File: src/rtl/irrigation_zone_sequencer.sv
// Irrigation zone sequencer: debounced tank monitoring, inlet valve hysteresis,
// alarm/error flags and round-robin timed watering of ZONES soil zones.
// Ports:
//   clk, reset             clock, synchronous active-high reset
//   high/middle/low        tank level sensors (1 = water present)
//   umidadeDoSolo[ZONES]   per-zone soil sensor (1 = dry, wants water)
//   umidadeDoAr            1 = humid air
//   temperatura            1 = hot
//   enable                 irrigation enable
//   erro                   inconsistent tank sensors (registered)
//   saidaDoAlarme          alarm (registered)
//   ValvulaDeEntrada       tank inlet valve (registered, hysteretic)
//   ValvulaDeAspersao      one-hot sprinkler valves (decoded from state)
//   ValvulaDeGotejamento   one-hot drip valves (decoded from state)
//   zona_ativa             zone watering now or last watered
//   estado                 FSM state code
//   ocupado                FSM in WATER or SETTLE
module irrigation_zone_sequencer #(
  parameter int unsigned ZONES        = 4,
  parameter int unsigned ZW           = 2,
  parameter int unsigned TICK_DIV     = 50000,
  parameter int unsigned DEB_TICKS    = 4,
  parameter int unsigned WATER_TICKS  = 60,
  parameter int unsigned SETTLE_TICKS = 5
) (
  input  logic             clk,
  input  logic             reset,
  input  logic             high,
  input  logic             middle,
  input  logic             low,
  input  logic [ZONES-1:0] umidadeDoSolo,
  input  logic             umidadeDoAr,
  input  logic             temperatura,
  input  logic             enable,
  output logic             erro,
  output logic             saidaDoAlarme,
  output logic             ValvulaDeEntrada,
  output logic [ZONES-1:0] ValvulaDeAspersao,
  output logic [ZONES-1:0] ValvulaDeGotejamento,
  output logic [ZW-1:0]    zona_ativa,
  output logic [1:0]       estado,
  output logic             ocupado
);

  localparam int unsigned PW    = (TICK_DIV > 1) ? $clog2(TICK_DIV) : 1;
  localparam int unsigned DW    = $clog2(DEB_TICKS + 1);
  localparam int unsigned NDEB  = 3 + ZONES;
  localparam int unsigned NSYNC = NDEB + 3;
  localparam int unsigned TMAX  = (WATER_TICKS > SETTLE_TICKS) ? WATER_TICKS : SETTLE_TICKS;
  localparam int unsigned TW    = $clog2(TMAX + 1);

  typedef enum logic [1:0] {
    IDLE   = 2'b00,
    WATER  = 2'b01,
    SETTLE = 2'b10,
    FAULT  = 2'b11
  } state_t;

  // Two-flop synchronisers for every input
  logic [NSYNC-1:0] raw, sync1, sync2;
  assign raw = {enable, temperatura, umidadeDoAr, umidadeDoSolo, low, middle, high};

  always_ff @(posedge clk) begin
    if (reset) begin
      sync1 <= '0;
      sync2 <= '0;
    end else begin
      sync1 <= raw;
      sync2 <= sync1;
    end
  end

  logic air, temp, en;
  assign air  = sync2[NDEB];
  assign temp = sync2[NDEB+1];
  assign en   = sync2[NDEB+2];

  // Timing tick prescaler
  logic [PW-1:0] pre_cnt;
  logic          tick;
  assign tick = (pre_cnt == PW'(TICK_DIV - 1));

  always_ff @(posedge clk) begin
    if (reset)     pre_cnt <= '0;
    else if (tick) pre_cnt <= '0;
    else           pre_cnt <= pre_cnt + PW'(1);
  end

  // Debounce of levels and soil bits; stable copy follows raw after DEB_TICKS differing ticks
  logic [NDEB-1:0] stable;
  logic [DW-1:0]   deb_cnt [NDEB];

  always_ff @(posedge clk) begin
    if (reset) begin
      stable <= '0;
      for (int i = 0; i < NDEB; i++) deb_cnt[i] <= '0;
    end else if (tick) begin
      for (int i = 0; i < NDEB; i++) begin
        if (sync2[i] == stable[i]) begin
          deb_cnt[i] <= '0;
        end else if (deb_cnt[i] == DW'(DEB_TICKS - 1)) begin
          stable[i]  <= sync2[i];
          deb_cnt[i] <= '0;
        end else begin
          deb_cnt[i] <= deb_cnt[i] + DW'(1);
        end
      end
    end
  end

  // Valid flag: debounced values are trustworthy DEB_TICKS ticks after reset
  logic [DW-1:0] vcnt;
  logic          valid;

  always_ff @(posedge clk) begin
    if (reset) begin
      vcnt  <= '0;
      valid <= 1'b0;
    end else if (tick && !valid) begin
      if (vcnt == DW'(DEB_TICKS - 1)) valid <= 1'b1;
      else                            vcnt  <= vcnt + DW'(1);
    end
  end

  logic             h, m, l;
  logic [ZONES-1:0] dry;
  assign h   = stable[0];
  assign m   = stable[1];
  assign l   = stable[2];
  assign dry = stable[NDEB-1:3];

  // Tank supervision: error, alarm and inlet hysteresis
  logic err_c, alarm_c;
  assign err_c   = valid & ((h & ~m) | (m & ~l));
  assign alarm_c = valid & (~l | err_c);

  always_ff @(posedge clk) begin
    if (reset) begin
      erro             <= 1'b0;
      saidaDoAlarme    <= 1'b0;
      ValvulaDeEntrada <= 1'b0;
    end else begin
      erro          <= err_c;
      saidaDoAlarme <= alarm_c;
      if (!valid || h || err_c) ValvulaDeEntrada <= 1'b0;
      else if (!m)              ValvulaDeEntrada <= 1'b1;
    end
  end

  logic auth_c;
  assign auth_c = valid & ~saidaDoAlarme & en;

  // Round-robin pick: first dry zone at or after ptr, wrapping
  logic [ZW-1:0] ptr;
  logic [ZW-1:0] pick_zone;
  logic          pick_found;

  always_comb begin
    pick_found = 1'b0;
    pick_zone  = '0;
    for (int i = 0; i < ZONES; i++) begin
      int unsigned idx;
      idx = 32'(ptr) + 32'(i);
      if (idx >= ZONES) idx = idx - ZONES;
      if (!pick_found && dry[ZW'(idx)]) begin
        pick_found = 1'b1;
        pick_zone  = ZW'(idx);
      end
    end
  end

  // Sequencer FSM
  state_t        state, state_nxt;
  logic [ZW-1:0] zone, zone_nxt, ptr_nxt, zone_inc;
  logic          mode, mode_nxt;
  logic [TW-1:0] timer, timer_nxt;

  assign zone_inc = (zone == ZW'(ZONES - 1)) ? '0 : zone + ZW'(1);

  always_ff @(posedge clk) begin
    if (reset) begin
      state <= IDLE;
      zone  <= '0;
      ptr   <= '0;
      mode  <= 1'b0;
      timer <= '0;
    end else begin
      state <= state_nxt;
      zone  <= zone_nxt;
      ptr   <= ptr_nxt;
      mode  <= mode_nxt;
      timer <= timer_nxt;
    end
  end

  always_comb begin
    state_nxt = state;
    zone_nxt  = zone;
    ptr_nxt   = ptr;
    mode_nxt  = mode;
    timer_nxt = timer;
    case (state)
      IDLE: begin
        if (tick && auth_c && pick_found) begin
          state_nxt = WATER;
          zone_nxt  = pick_zone;
          // ptr parks on the zone so an interrupted visit is retried first
          ptr_nxt   = pick_zone;
          mode_nxt  = temp & ~air & m;
          timer_nxt = TW'(WATER_TICKS);
        end
      end
      WATER: begin
        if (saidaDoAlarme || erro) begin
          state_nxt = FAULT;
        end else if (!en) begin
          state_nxt = IDLE;
        end else if (!dry[zone] || (tick && timer == TW'(1))) begin
          state_nxt = SETTLE;
          timer_nxt = TW'(SETTLE_TICKS);
          ptr_nxt   = zone_inc;
        end else if (tick) begin
          timer_nxt = timer - TW'(1);
        end
      end
      SETTLE: begin
        if (saidaDoAlarme) begin
          state_nxt = FAULT;
        end else if (tick) begin
          if (timer == TW'(1)) state_nxt = IDLE;
          else                 timer_nxt = timer - TW'(1);
        end
      end
      FAULT: begin
        if (!saidaDoAlarme) state_nxt = IDLE;
      end
      default: state_nxt = IDLE;
    endcase
  end

  // Valve decode straight from registered state so valves track state with no lag
  always_comb begin
    ValvulaDeAspersao    = '0;
    ValvulaDeGotejamento = '0;
    if (state == WATER) begin
      if (mode) ValvulaDeAspersao[zone]    = 1'b1;
      else      ValvulaDeGotejamento[zone] = 1'b1;
    end
  end

  assign zona_ativa = zone;
  assign estado     = state;
  assign ocupado    = (state == WATER) || (state == SETTLE);

endmodule

File: config.mk
export PLATFORM = sky130hd
export DESIGN_NAME = irrigation_zone_sequencer
export DESIGN_NICKNAME = d
export VERILOG_FILES = /design/src/rtl/irrigation_zone_sequencer.sv
export SDC_FILE = /design/constraint.sdc
export NUM_CORES = 1
export LEC_CHECK = 0
export CORE_MARGIN = 3
export CORE_UTILIZATION = 60
export CTS_CLUSTER_DIAMETER = 40
export DETAILED_ROUTE_END_ITERATION = 7
export DONT_BUFFER_PORTS = 1
export PLACE_DENSITY = 0.76
export SYNTH_ARGS = -nofsm -noshare
export SYNTH_HDL_FRONTEND = slang
export SYNTH_SLANG_ARGS = --single-unit
File: constraint.sdc
create_clock -name clk -period 3 [get_ports clk]
set_input_delay 0.6 -clock clk [delete_from_list [all_inputs] [get_ports clk]]
set_output_delay 0.6 -clock clk [all_outputs]
set_load 0.005 [all_outputs]
After elaboration in Yosys (flattened, before gate mapping)
Memories as Yosys holds them, arrays and structs flattened.
Index checks and enable logic that the tools add are counted.
Storage, ports and cells
  register bits after elaboration: 63
  RAM bits: 21
  bits of input ports: 12
  word-level logic and storage cells: 334
  memories: 1
Memories
  deb_cnt: depth 7, bits a word 3, read ports 7, clocked after Yosys merged registers in 0, wr ports 7, RTL line 91  | logic [DW-1:0] deb_cnt [NDEB];
Cells by class
  add/subtract/negate cells: 18
  $lt $le $gt $ge: 10
  equal/unequal tests: 33
  multiplexer cells: 173
  bitwise logic cells: 43
  reductions and logical operators: 36
Operator list (number)
  2-to-1 mux 1 bit: 110
  2-to-1 mux 3 bit: 21
  2-to-1 mux 6 bit: 8
  2-to-1 mux 2 bit: 21
  adder 3 x 1 -> 3 bit (second input constant): 8
  == test 3 x 2 -> 1 bit (second input constant): 8
  bitwise OR 1 bit: 23
  AND reduction 3 bit: 7
  one-hot mux 6 bit (3 select lines): 1
  adder 16 x 1 -> 16 bit (second input constant): 1
  == test 16 bit (second input constant): 1
  2-to-1 mux 4 bit: 4
  != test 2 bit (second input constant): 8
  < comparator 2 x 3 -> 1 bit (second input constant): 5
  NOT 1 bit: 12
  binary-select mux 1 bit (select 2 bit): 5
  AND reduction 5 bit: 2
  >= comparator 3 bit (second input constant): 3
  != test 3 bit (second input constant): 3
  bitwise AND 1 bit: 8
  logical AND 1 bit: 8
  one-hot mux 2 bit (4 select lines): 1
  AND reduction 8 bit: 1
  subtractor 2 x 1 -> 2 bit (second input constant): 4
  20 further kinds: 40

Depth between registers and ports, before layout
Gate-level depths: netlist of run 1.
  depth after elaboration: 17
  gate-level depth with buffers: 9
  depth with buffers taken out: 7

Least setup slack after synthesis of run 1
OpenSTA, ideal clock, no wires.
  kind: register to register
  from: register pre_cnt[0]
  to: memory deb_cnt[0][0] (netlist bit), enable pin
  arrival: 1.770 ns
  slack: 0.849 ns
  cell stages (with the launch flop): 6
  path buffers: 1
  cells stage by stage: dfxtp_1 ha_1 nand3_1 nand4b_2 nand2_1 clkbuf_1
RTL lines
  start, declared: RTL line 79  | logic [PW-1:0] pre_cnt;
  start signal, assigned: RTL line 86  | else pre_cnt <= pre_cnt + PW'(1);
  end, declared: RTL line 91

Final worst setup path of run 1
  from: register state[0], in the netlist estado[0]
  to: register timer[1]
Between the ends
  cells in the longest elaborated chain, start to end: 3
  elaborated cells on any way between the ends: 13
  those cells by class: eq/ne (9); mux (1); reduce/logical (3)
Ends and longest elaborated chain
  start, declared: RTL line 173  | state_t state, state_nxt;
  start signal, assigned: RTL line 188  | state <= state_nxt;
  == test 2 x 1 -> 1 bit (tied with other cells): RTL line 202  | case (state)
  != test 3 bit (no line) (tied with other cells)
  AND reduction 8 bit (no line)
  end signal, assigned: RTL line 192  | timer <= timer_nxt;
  end, declared: RTL line 176  | logic [TW-1:0] timer, timer_nxt;
Several ways; a longest one is shown, not always the timed one.
A chain may end at the register's enable or synchronous reset.

==> reports/metrics.yaml, run 1 <==
status:
  status: "finished clean"
clocking:
  cts_made_buffers: 9
  cts_sinks: 84
  post_cts_buffers: 0
  clk_pin_slew_worst_paths_ns: 0.08
  clk_latency_ns: 0.35
  clock_path_buffers: 2
  htreeDepth: 3
  cts_tree: "built"
  root_buffer: "clkbuf_8"
  post_cts_resized: 0
  hold_buffers: 0
synthesis:
  synth_fp_nets: 468
  syn_area_um2: 4080
  synthSimpleGateAreaFrac: 0.238
  yosys.area_share.adder: 0.0827
  ys_seq_area_frac: 0.463
  synth_area_leaders: "dfxtp_1 (31%), edfxtp_1 (15%), ha_1 (8.3%)"
  synth_compound_area_frac: 0.101
  ys_warn_count: 0
  async_flop_share: 0
  yosys.area.top_type_share: 0.309
  synth-xor-area-share: 0.0472
  ys_ff_latch: 84
  syn-instance-count: 429
  synth_edf_count: 21
  synth_ff_type: "dfxtp_1"
  synth_top_family_by_area: "simple AND/OR/NAND/NOR gates"
  synth.avg_cell_area_um2: 9.52
  muxShareOfSynthArea: 0.0208
  ys_types: 54
  netlist.top_cell.by_area: "dfxtp_1"
power_and_ir_drop:
  intPower_mw: 1.70
  p_total_mw: 2.15
  swShare: 0.212
  seqPwrFrac: 0.560
  powerDensity_nw_per_um2: 496
  power.switching_uw: 456
  clock_power_share: 0.392
  max-vdd-ir-drop_uv: 395
  p_comb_frac: 0.048
  p_leak_nw: 1.65
cells_and_area:
  nNetsFinal: 467
  instances_no_fill: 510
  antennaDiodeCount: 0
  drive_above_1_share: 0.0693
  area_delta_synth_final_pct: 6.44
  fin_area_um2: 4350
  utilization: 0.673
  fillers: 519
worst_setup_path:
  cp_cell_sequence: "inv_1 > ha_1 > or2_2 > a221oi_1 > o2111ai_1 > buf_4 > or4b_1 > a21oi_1"
  cp-start-kind: "flop"
  critPathKind: "reg -> reg"
  critPathMaxStageDelay_ns: 0.47
  cp.buffers_inverters: 2
  endpoint_kind: "flop"
  timing.rr.start: "estado[0]"
  reg2reg_depth: 8
  crit_slowest_cell: "or4b_1"
  cp_max_fo: 12
  worstPathArrival_ns: 2.72
  cp_top_family: "simple AND/OR/NAND/NOR gates"
  cp.required_ns: 3.28
  ff2ff_setup_slack_ns: 0.56
  r2r-end: "timer[1]"
sta:
  relSlewSlack: 0.556
  drv_slew: 0
  finalHoldViolCount: 0
  setup_viol: 0
  finClkSkew_ns: 0.00867
  finalCritPeriodShare: 0.815
  fmax_ghz: 0.409
  fin_hold_ws_ns: 0.318
  rsz0062_at_grt: "false"
  period_minus_slack_ns: 2.44
  setup_tns_ns: 0
  setup_slack_ns: 0.556
  tightestPinTransition_ns: 0.665
die:
  die-height_um: 88.5
  core_um2: 6460
  start_util: 0.632
  fp.dieArea_um2: 7830
  row_count: 29
  ios: 28
  die_w_um: 88.5
worst_hold_path:
  hold_class: "in -> reg"
  min_to: "sync2[4]"
  hold_path_depth: 1
  hp-start: "reset"
route:
  viasPerCell: 5.75
  wl_per_cell_um: 14.7
  wl_mm: 7.51
  postRouteAntennaNets: 0
  num_vias: 2932
  first_pass_iters: 4
  first_iter_violations: 107
  drc_errors: 0
global_route:
  grt_pass1_vias: 2798
  grt_max_degree: 46
  grt_pass1_wl_mm: 12.6
  antenna_found_initial: 0
  overflow: 0
  grt_usage: 0.207
place:
  placed_cells: 494
  dp_hpwl_mm: 5.28
  post-place-ws_ns: 0.592
  place_area_um2: 4140
  numPortBuffers: 0
  gp_congestion: 0.818
job:
  maxCapViolations: 0
[worst reg2reg max path, delay by kind of cell, from the launching register on]
kind | cells | cell delay (ns)
AND/OR/NAND/NOR | 2 | 0.79
AO/OA/AOI/OAI | 3 | 0.56
flip-flops | 1 | 0.41
adder cells (fa/ha/maj) | 1 | 0.32
buffers and inverters | 2 | 0.30
[per-layer routing]
layer	share of wire	GRT usage
met1	0.45	0.247
met2	0.49	0.360
met3	0.039	0.0531
met4	0.016	0.0783
met5	0	0
[layout by cell type, fill, tap and decap left out, types with 3 or more instances in the layout]
cell / n
nand4_1: 4
mux2i_1: 4
nor2b_1: 22
a221oi_1: 4
o21ai_0: 7
nand2b_1: 8
inv_1: 31
nor3_1: 8
buf_4: 4
a21oi_1: 23
nor2_1: 53
xor2_1: 6
clkbuf_8: 9
xnor2_1: 16
a211oi_1: 4
and3_1: 8
ha_1: 27
a31oi_1: 6
o32ai_1: 3
or3_1: 10
and2_1: 5
dfxtp_1: 63
edfxtp_1: 21
nand3_1: 12
nand2_1: 35
[layout make-up]
cell class	instances	area, µm²	share of cell area
multi-input combinational	298	2000	0.461
sequential	84	1890	0.435
clock buffer	11	131	0.0302
inverter	31	116	0.0268
tap	77	96.3	0.0222
clock inverter	5	76.3	0.0176
timing repair buffer	4	30.0	0.00691
[how the worst max path moves through the flow]
stage / startpoint / endpoint / slack [ns] / cells after the start
after CTS: estado[0] / timer[1] / 0.57 / 8
after global routing: estado[1] / timer[1] / 0.35 / 8
after floorplan: pre_cnt[0] / deb_cnt[0][0] / 0.85 / 5
after global placement: estado[0] / timer[1] / 0.68 / 8
after detailed placement: estado[0] / timer[1] / 0.59 / 8
final: estado[0] / timer[1] / 0.56 / 8
[cell families (layout without fill, tap and decap cells)]
family,count (synthesis),count (layout)
AND/OR/NAND/NOR,182,182
flip-flops,84,84
AO/OA/AOI/OAI,60,60
buffers and inverters,47,51
adder cells (fa/ha/maj),27,27
XOR/XNOR,22,22
multiplexers,7,7
[Yosys cell counts (10+ instances only)]
cell type,n
edfxtp_1,21
nor2b_1,22
xnor2_1,16
or3_1,10
a21oi_1,23
clkbuf_1,12
inv_1,31
nor2_1,53
nand3_1,12
dfxtp_1,63
ha_1,27
nand2_1,35
[flip-flops by register name (all words and copies together), names as in the netlist, 2 cells and up]
name,count
estado,2
vcnt,3
sync1,10
ptr,2
zona_ativa,2
timer,6
deb_cnt,21
stable,7
pre_cnt,16
sync2,10
[power groups by stage]
stage                     logic (mW)  registers (mW)  clock network [mW]
after floorplan               0.0898            1.23                   0
after global placement         0.100            1.23                   0
after detailed placement       0.103            1.23                   0
after CTS                      0.104            1.21               0.862
after global routing           0.119            1.21               0.901
final                          0.103            1.21               0.845
Power figures use the tool's default switching activity.
==> inputs of run 2 (changes only) <==
==> constraint.sdc (replaced) <==
create_clock -name clk -period 2.5 [get_ports clk]
set_input_delay 0.5 -clock clk [delete_from_list [all_inputs] [get_ports clk]]
set_output_delay 0.5 -clock clk [all_outputs]
set_load 0.005 [all_outputs]
==> reports/metrics.yaml, run 2 (synthesis results as in run 1) <==
place:
  numPortBuffers: 0  # unchanged
  gp_congestion: 0.884  # was 0.818
  dp_hpwl_mm: 5.50  # was 5.28 mm
die:
  fp.dieArea_um2: 7830  # unchanged
  start_util: 0.632  # unchanged
  core_um2: 6460  # unchanged
  die_w_um: 88.5  # unchanged
  row_count: 29  # unchanged
  ios: 28  # unchanged
  die-height_um: 88.5  # unchanged
cells_and_area:
  nNetsFinal: 472  # was 467
  layout_commonest_cell: "dfxtp_1"  # unchanged
  area_delta_synth_final_pct: 7.05  # was 6.44%
  most-common-layout-cells: "dfxtp_1 (63), nor2_1 (53), nand2_1 (35)"  # unchanged
  reg_top3: "deb_cnt (21), pre_cnt (16)"  # unchanged
  largest_register_ffs: 21  # unchanged
  antennaDiodeCount: 0  # unchanged
  regMostFlops: "deb_cnt"  # unchanged
  drive_above_1_share: 0.0845  # was 0.0693
power_and_ir_drop:
  p_leak_nw: 1.67  # was 1.65 nW
  max-vdd-ir-drop_uv: 438  # was 395 µV
  powerDensity_nw_per_um2: 571  # was 496 nW/µm²
  p_comb_frac: 0.051  # was 0.048
  swShare: 0.225  # was 0.212
  seqPwrFrac: 0.579  # was 0.560
  p_total_mw: 2.50  # was 2.15 mW
  clock_power_share: 0.369  # was 0.392
  intPower_mw: 1.94  # was 1.70 mW
  power.switching_uw: 561  # was 456 µW
worst_setup_path:
  cp_max_fo: 13  # was 12
  worstPathArrival_ns: 1.77  # was 2.72 ns
  reg2reg_depth: 7  # was 8
  endpoint_kind: "output port"  # was flop
  r2r-end: "timer[1]"  # unchanged
  timing.rr.start: "estado[1]"  # was estado[0]
  ff2ff_setup_slack_ns: 0.26  # was 0.56 ns
  cp-start-kind: "flop"  # unchanged
  critPathKind: "reg -> out"  # was reg -> reg
  cp.required_ns: 2.00  # was 3.28 ns
clocking:
  cts_tree: "built"  # unchanged
  htreeDepth: 3  # unchanged
  root_buffer: "clkbuf_8"  # unchanged
  clk_pin_slew_worst_paths_ns: 0.08  # about the same
  clock_path_buffers: 2  # unchanged
  clk_latency_ns: 0.35  # about the same
  cts_sinks: 84  # unchanged
  hold_buffers: 0  # unchanged
  post_cts_buffers: 0  # unchanged
  cts_made_buffers: 9  # unchanged
  post_cts_resized: 0  # unchanged
sta:
  rsz0062_at_grt: "false"  # unchanged
  finalHoldViolCount: 0  # unchanged
  period_minus_slack_ns: 2.27
  setup_viol: 0  # unchanged
  relSlewSlack: 0.620  # was 0.556
  drv_slew: 0  # unchanged
  tightestPinTransition_ns: 0.566  # was 0.665 ns
  finClkSkew_ns: 0.00788  # was 0.00867 ns
  finalCritPeriodShare: 0.908
  fmax_ghz: 0.440
  setup_tns_ns: 0  # unchanged
route:
  wl_per_cell_um: 14.6  # was 14.7 µm
  first_pass_iters: 4  # unchanged
  postRouteAntennaNets: 0  # unchanged
  first_iter_violations: 106  # was 107
  wl_mm: 7.54  # was 7.51 mm
  num_vias: 2920  # was 2932
  viasPerCell: 5.67  # was 5.75
  drc_errors: 0  # unchanged
global_route:
  grt_pass1_wl_mm: 13.2  # was 12.6 mm
  grt_max_degree: 46  # unchanged
  grt_usage: 0.216  # was 0.207
  use_met2: 0.370  # was 0.360
  grt_pass1_vias: 2937  # was 2798
  overflow: 0  # unchanged
  antenna_found_initial: 0  # unchanged
  busiest_layer: "met2"  # unchanged
  grtUsageMet3: 0.0605  # was 0.0531
  globalRouteMet1Util: 0.259  # was 0.247
worst_hold_path:
  hold_path_depth: 1  # unchanged
  min_to: "sync1[6]"  # was sync2[4]
  hold_class: "in -> reg"  # unchanged
  hp-start: "reset"  # unchanged
job:
  maxCapViolations: 0  # unchanged
status:
  status: "finished clean"  # unchanged
## run 2: changes by cell type in the layout (fill, tap and decap cells not counted), sizes merged
cell / delta
inv: +2
clkbuf: +1
buf: +5
bufinv: -2
clkinvlp: -1
## run 2: worst max path at each step
stage	start	endpoint
global route	estado[1]	timer[1]
detailed placement	estado[1]	timer[1]
CTS	estado[1]	ValvulaDeGotejamento[3]
floorplan	pre_cnt[0]	deb_cnt[0][0]
finish	estado[1]	ValvulaDeGotejamento[3]
global placement	estado[1]	timer[1]
## run 2: layout make-up
class                      count  area, µm²
clock buffer                  12        166
clock inverter                 4       28.8
timing repair buffer           9       67.6
fill                         550       2090
tap                           77       96.3
sequential                    84       1890
multi-input combinational    298       2000
inverter                      31        116
## run 2: power groups by stage
stage                     sequential (mW)  combinational [mW]  clock [mW]
after floorplan                      1.47               0.108           0
after global placement               1.48               0.124           0
after detailed placement             1.48               0.130           0
after CTS                            1.45               0.131       0.951
after global routing                 1.45               0.150       0.997
final                                1.45               0.128       0.921
## run 2: metal layers
layer | routed length (µm) | up-vias | share of wire
met5 | 0 | - | 0
met1 | 3400 | 1374 | 0.45
met3 | 363 | 8 | 0.048
li1 | - | 1486 | -
met2 | 3680 | 52 | 0.49
met4 | 101 | 0 | 0.013
## run 2: worst max-delay path, stage by stage, from the launching register on
cell and delay, ns:
dfxtp_1 0.36, inv_1 0.09, ha_1 0.36, buf_4 0.25
nor2b_1 0.19, and2_1 0.17
## run 2: stage by stage
stage | hold slack (ns) | std cells | area (µm²) | util | worst slack [ns]
4_1_cts | 0.192 | 515 | 4370 | 0.677 | 0.207
2_1_floorplan | 0.413 | 429 | 4080 | - | 0.349
3_3_place_gp | 0.417 | 499 | 4180 | 0.646 | 0.305
5_1_grt | 0.185 | 515 | 4370 | 0.677 | 0.0181
6_report | 0.212 | 515 | 4370 | 0.677 | 0.229
3_5_place_dp | 0.426 | 499 | 4180 | 0.646 | 0.258
==> inputs of run 3 (changes only) <==
==> config.mk (replaced) <==
export PLATFORM = sky130hd
export DESIGN_NAME = irrigation_zone_sequencer
export DESIGN_NICKNAME = d
export VERILOG_FILES = /design/src/rtl/irrigation_zone_sequencer.sv
export SDC_FILE = /design/constraint.sdc
export NUM_CORES = 1
export LEC_CHECK = 0
export CORE_MARGIN = 4
export CORE_UTILIZATION = 63
export DETAILED_ROUTE_END_ITERATION = 7
export DONT_BUFFER_PORTS = 1
export PLACE_DENSITY = 0.79
export SYNTH_ARGS = -nofsm -noshare
export SYNTH_HDL_FRONTEND = slang
export SYNTH_SLANG_ARGS = --single-unit
==> reports/metrics.yaml, run 3 (synthesis results as in run 1) <==
clocking:
  cts_tree: "built"  # unchanged
  htreeDepth: 3  # unchanged
  hold_buffers: 0  # unchanged
  clk_pin_slew_worst_paths_ns: 0.09  # was 0.08 ns
  post_cts_buffers: 0  # unchanged
  cts_made_buffers: 9  # unchanged
  clk_latency_ns: 0.35  # about the same
  clock_path_buffers: 2  # unchanged
  post_cts_resized: 0  # unchanged
  root_buffer: "clkbuf_8"  # unchanged
  cts_sinks: 84  # unchanged
route:
  num_vias: 2944  # was 2920
  wl_mm: 7.50  # was 7.54 mm
  first_iter_violations: 108  # was 106
  wl_per_cell_um: 14.6  # about the same
  postRouteAntennaNets: 0  # unchanged
  viasPerCell: 5.74  # was 5.67
  drc_errors: 0  # unchanged
  first_pass_iters: 4  # unchanged
worst_setup_path:
  ff2ff_setup_slack_ns: 0.25  # was 0.26 ns
  critPathKind: "reg -> reg"  # was reg -> out
  endpoint_kind: "flop"  # was output port
  cp_max_fo: 21  # was 13
  timing.rr.start: "pre_cnt[0]"  # was estado[1]
  crit_end: "timer[1]"  # was ValvulaDeGotejamento[3]
  cp-start-kind: "flop"  # unchanged
  worstPathArrival_ns: 2.54  # was 1.77 ns
  cp_cell_sequence: "ha_1 > nand3_1 > and4b_4 > o2111ai_1 > or4b_1 > a21oi_1"  # was inv_1 > ha_1 > buf_4 > nor2b_1 > and2_1
  critPathMaxStageDelay_ns: 0.55  # was 0.36 ns
  reg2reg_depth: 6  # was 7
  cp.required_ns: 2.79  # was 2.00 ns
  crit_slowest_cell: "and4b_4"  # was dfxtp_1
  r2r-end: "timer[1]"  # unchanged
  critPathLaunch: "pre_cnt[0]"  # was estado[1]
cells_and_area:
  reg_top3: "deb_cnt (21), pre_cnt (16)"  # unchanged
  antennaDiodeCount: 0  # unchanged
  utilization: 0.695  # was 0.677
  layout_commonest_cell: "dfxtp_1"  # unchanged
  largest_register_ffs: 21  # unchanged
  seqCellArea_um2: 1890  # unchanged
  area_delta_synth_final_pct: 7.54  # was 7.05%
  fin_area_um2: 4390  # was 4370 µm²
  fillers: 521  # was 550
  regMostFlops: "deb_cnt"  # unchanged
  most-common-layout-cells: "dfxtp_1 (63), nor2_1 (53), nand2_1 (35)"  # unchanged
  instances_no_fill: 513  # was 515
  multiInputGateArea_um2: 2000  # unchanged
  drive_above_1_share: 0.0826  # was 0.0845
  nNetsFinal: 470  # was 472
status:
  status: "finished clean"  # unchanged
sta:
  tightestPinTransition_ns: 0.507  # was 0.566 ns
  rsz0062_at_grt: "false"  # unchanged
  finClkSkew_ns: 0.0101  # was 0.00788 ns
  drv_slew: 0  # unchanged
  period_minus_slack_ns: 2.25  # was 2.27 ns
  relSlewSlack: 0.659  # was 0.620
  setup_viol: 0  # unchanged
  setup_tns_ns: 0  # unchanged
  setup_slack_ns: 0.248  # was 0.229 ns
  finalCritPeriodShare: 0.901  # was 0.908
  fmax_ghz: 0.444  # was 0.440 GHz
  finalHoldViolCount: 0  # unchanged
power_and_ir_drop:
  p_leak_nw: 1.68  # was 1.67 nW
  max-vdd-ir-drop_uv: 428  # was 438 µV
  powerDensity_nw_per_um2: 594  # was 571 nW/µm²
die:
  die_w_um: 88.5  # about the same
  start_util: 0.647  # was 0.632
  core_um2: 6310  # was 6460 µm²
  ios: 28  # unchanged
  row_count: 29  # unchanged
  fp.dieArea_um2: 7830  # about the same
  die-height_um: 88.5  # about the same
global_route:
  grt_max_degree: 46  # unchanged
  grt_usage: 0.208  # was 0.216
  overflow: 0  # unchanged
  antenna_found_initial: 0  # unchanged
  grt_pass1_wl_mm: 12.7  # was 13.2 mm
  grt_pass1_vias: 2774  # was 2937
worst_hold_path:
  hp-start: "reset"  # unchanged
  hold_path_depth: 1  # unchanged
  hold_class: "in -> reg"  # unchanged
place:
  place_area_um2: 4170  # was 4180 µm²
  gp_congestion: 0.824  # was 0.884
  dp_hpwl_mm: 5.16  # was 5.50 mm
  numPortBuffers: 0  # unchanged
  post-place-ws_ns: 0.286  # was 0.258 ns
  placed_cells: 497  # was 499
job:
  maxCapViolations: 0  # unchanged
-- run 3: how the worst min path moves through the flow --
stage               slack, ns          to
global placement         0.42  pre_cnt[0]
finish                   0.21    sync1[6]
CTS                      0.20    sync1[0]
global route             0.19    sync1[4]
floorplan                0.41  pre_cnt[0]
detailed placement       0.43    sync2[4]
-- run 3: cell type report --
class                      count  area share
tap                           77      0.0219
timing repair buffer           7      0.0148
sequential                    84       0.431
clock inverter                 6      0.0157
inverter                      31      0.0265
multi-input combinational    298       0.456
clock buffer                  10      0.0339
-- run 3: critical path, delay by kind of cell, from the launching register on --
| kind | cells | cell delay, ns |
|---|---|---|
| DFF | 1 | 0.37 |
| adders and majority gates | 1 | 0.25 |
| AOI/OAI and AO/OA | 2 | 0.36 |
| and+or+nand+nor | 3 | 1.21 |
-- run 3: stage by stage --
| step | power, mW | hold WS [ns] |
|---|---|---|
| floorplan | 1.58 | 0.413 |
| global placement | 1.60 | 0.422 |
| detailed placement | 1.61 | 0.426 |
| CTS | 2.63 | 0.196 |
| global route | 2.71 | 0.188 |
| finish | 2.61 | 0.205 |
-- run 3: per-layer routing --
metal  share of wire  vias to the layer above  wire length [µm]  track usage
li1                -                     1490                 -            -
met1            0.45                     1368              3400        0.264
met2            0.48                       71              3640        0.349
met3           0.041                       15               304       0.0345
met4           0.021                        0               159       0.0948
met5               0                        -                 0            0
-- run 3: report_power, final --
part	total, mW	internal (mW)	switching (mW)	leakage, nW
logic	0.132	0.0578	0.0743	0.851
registers	1.45	1.43	0.0190	0.712
clock network	1.03	0.531	0.500	0.114
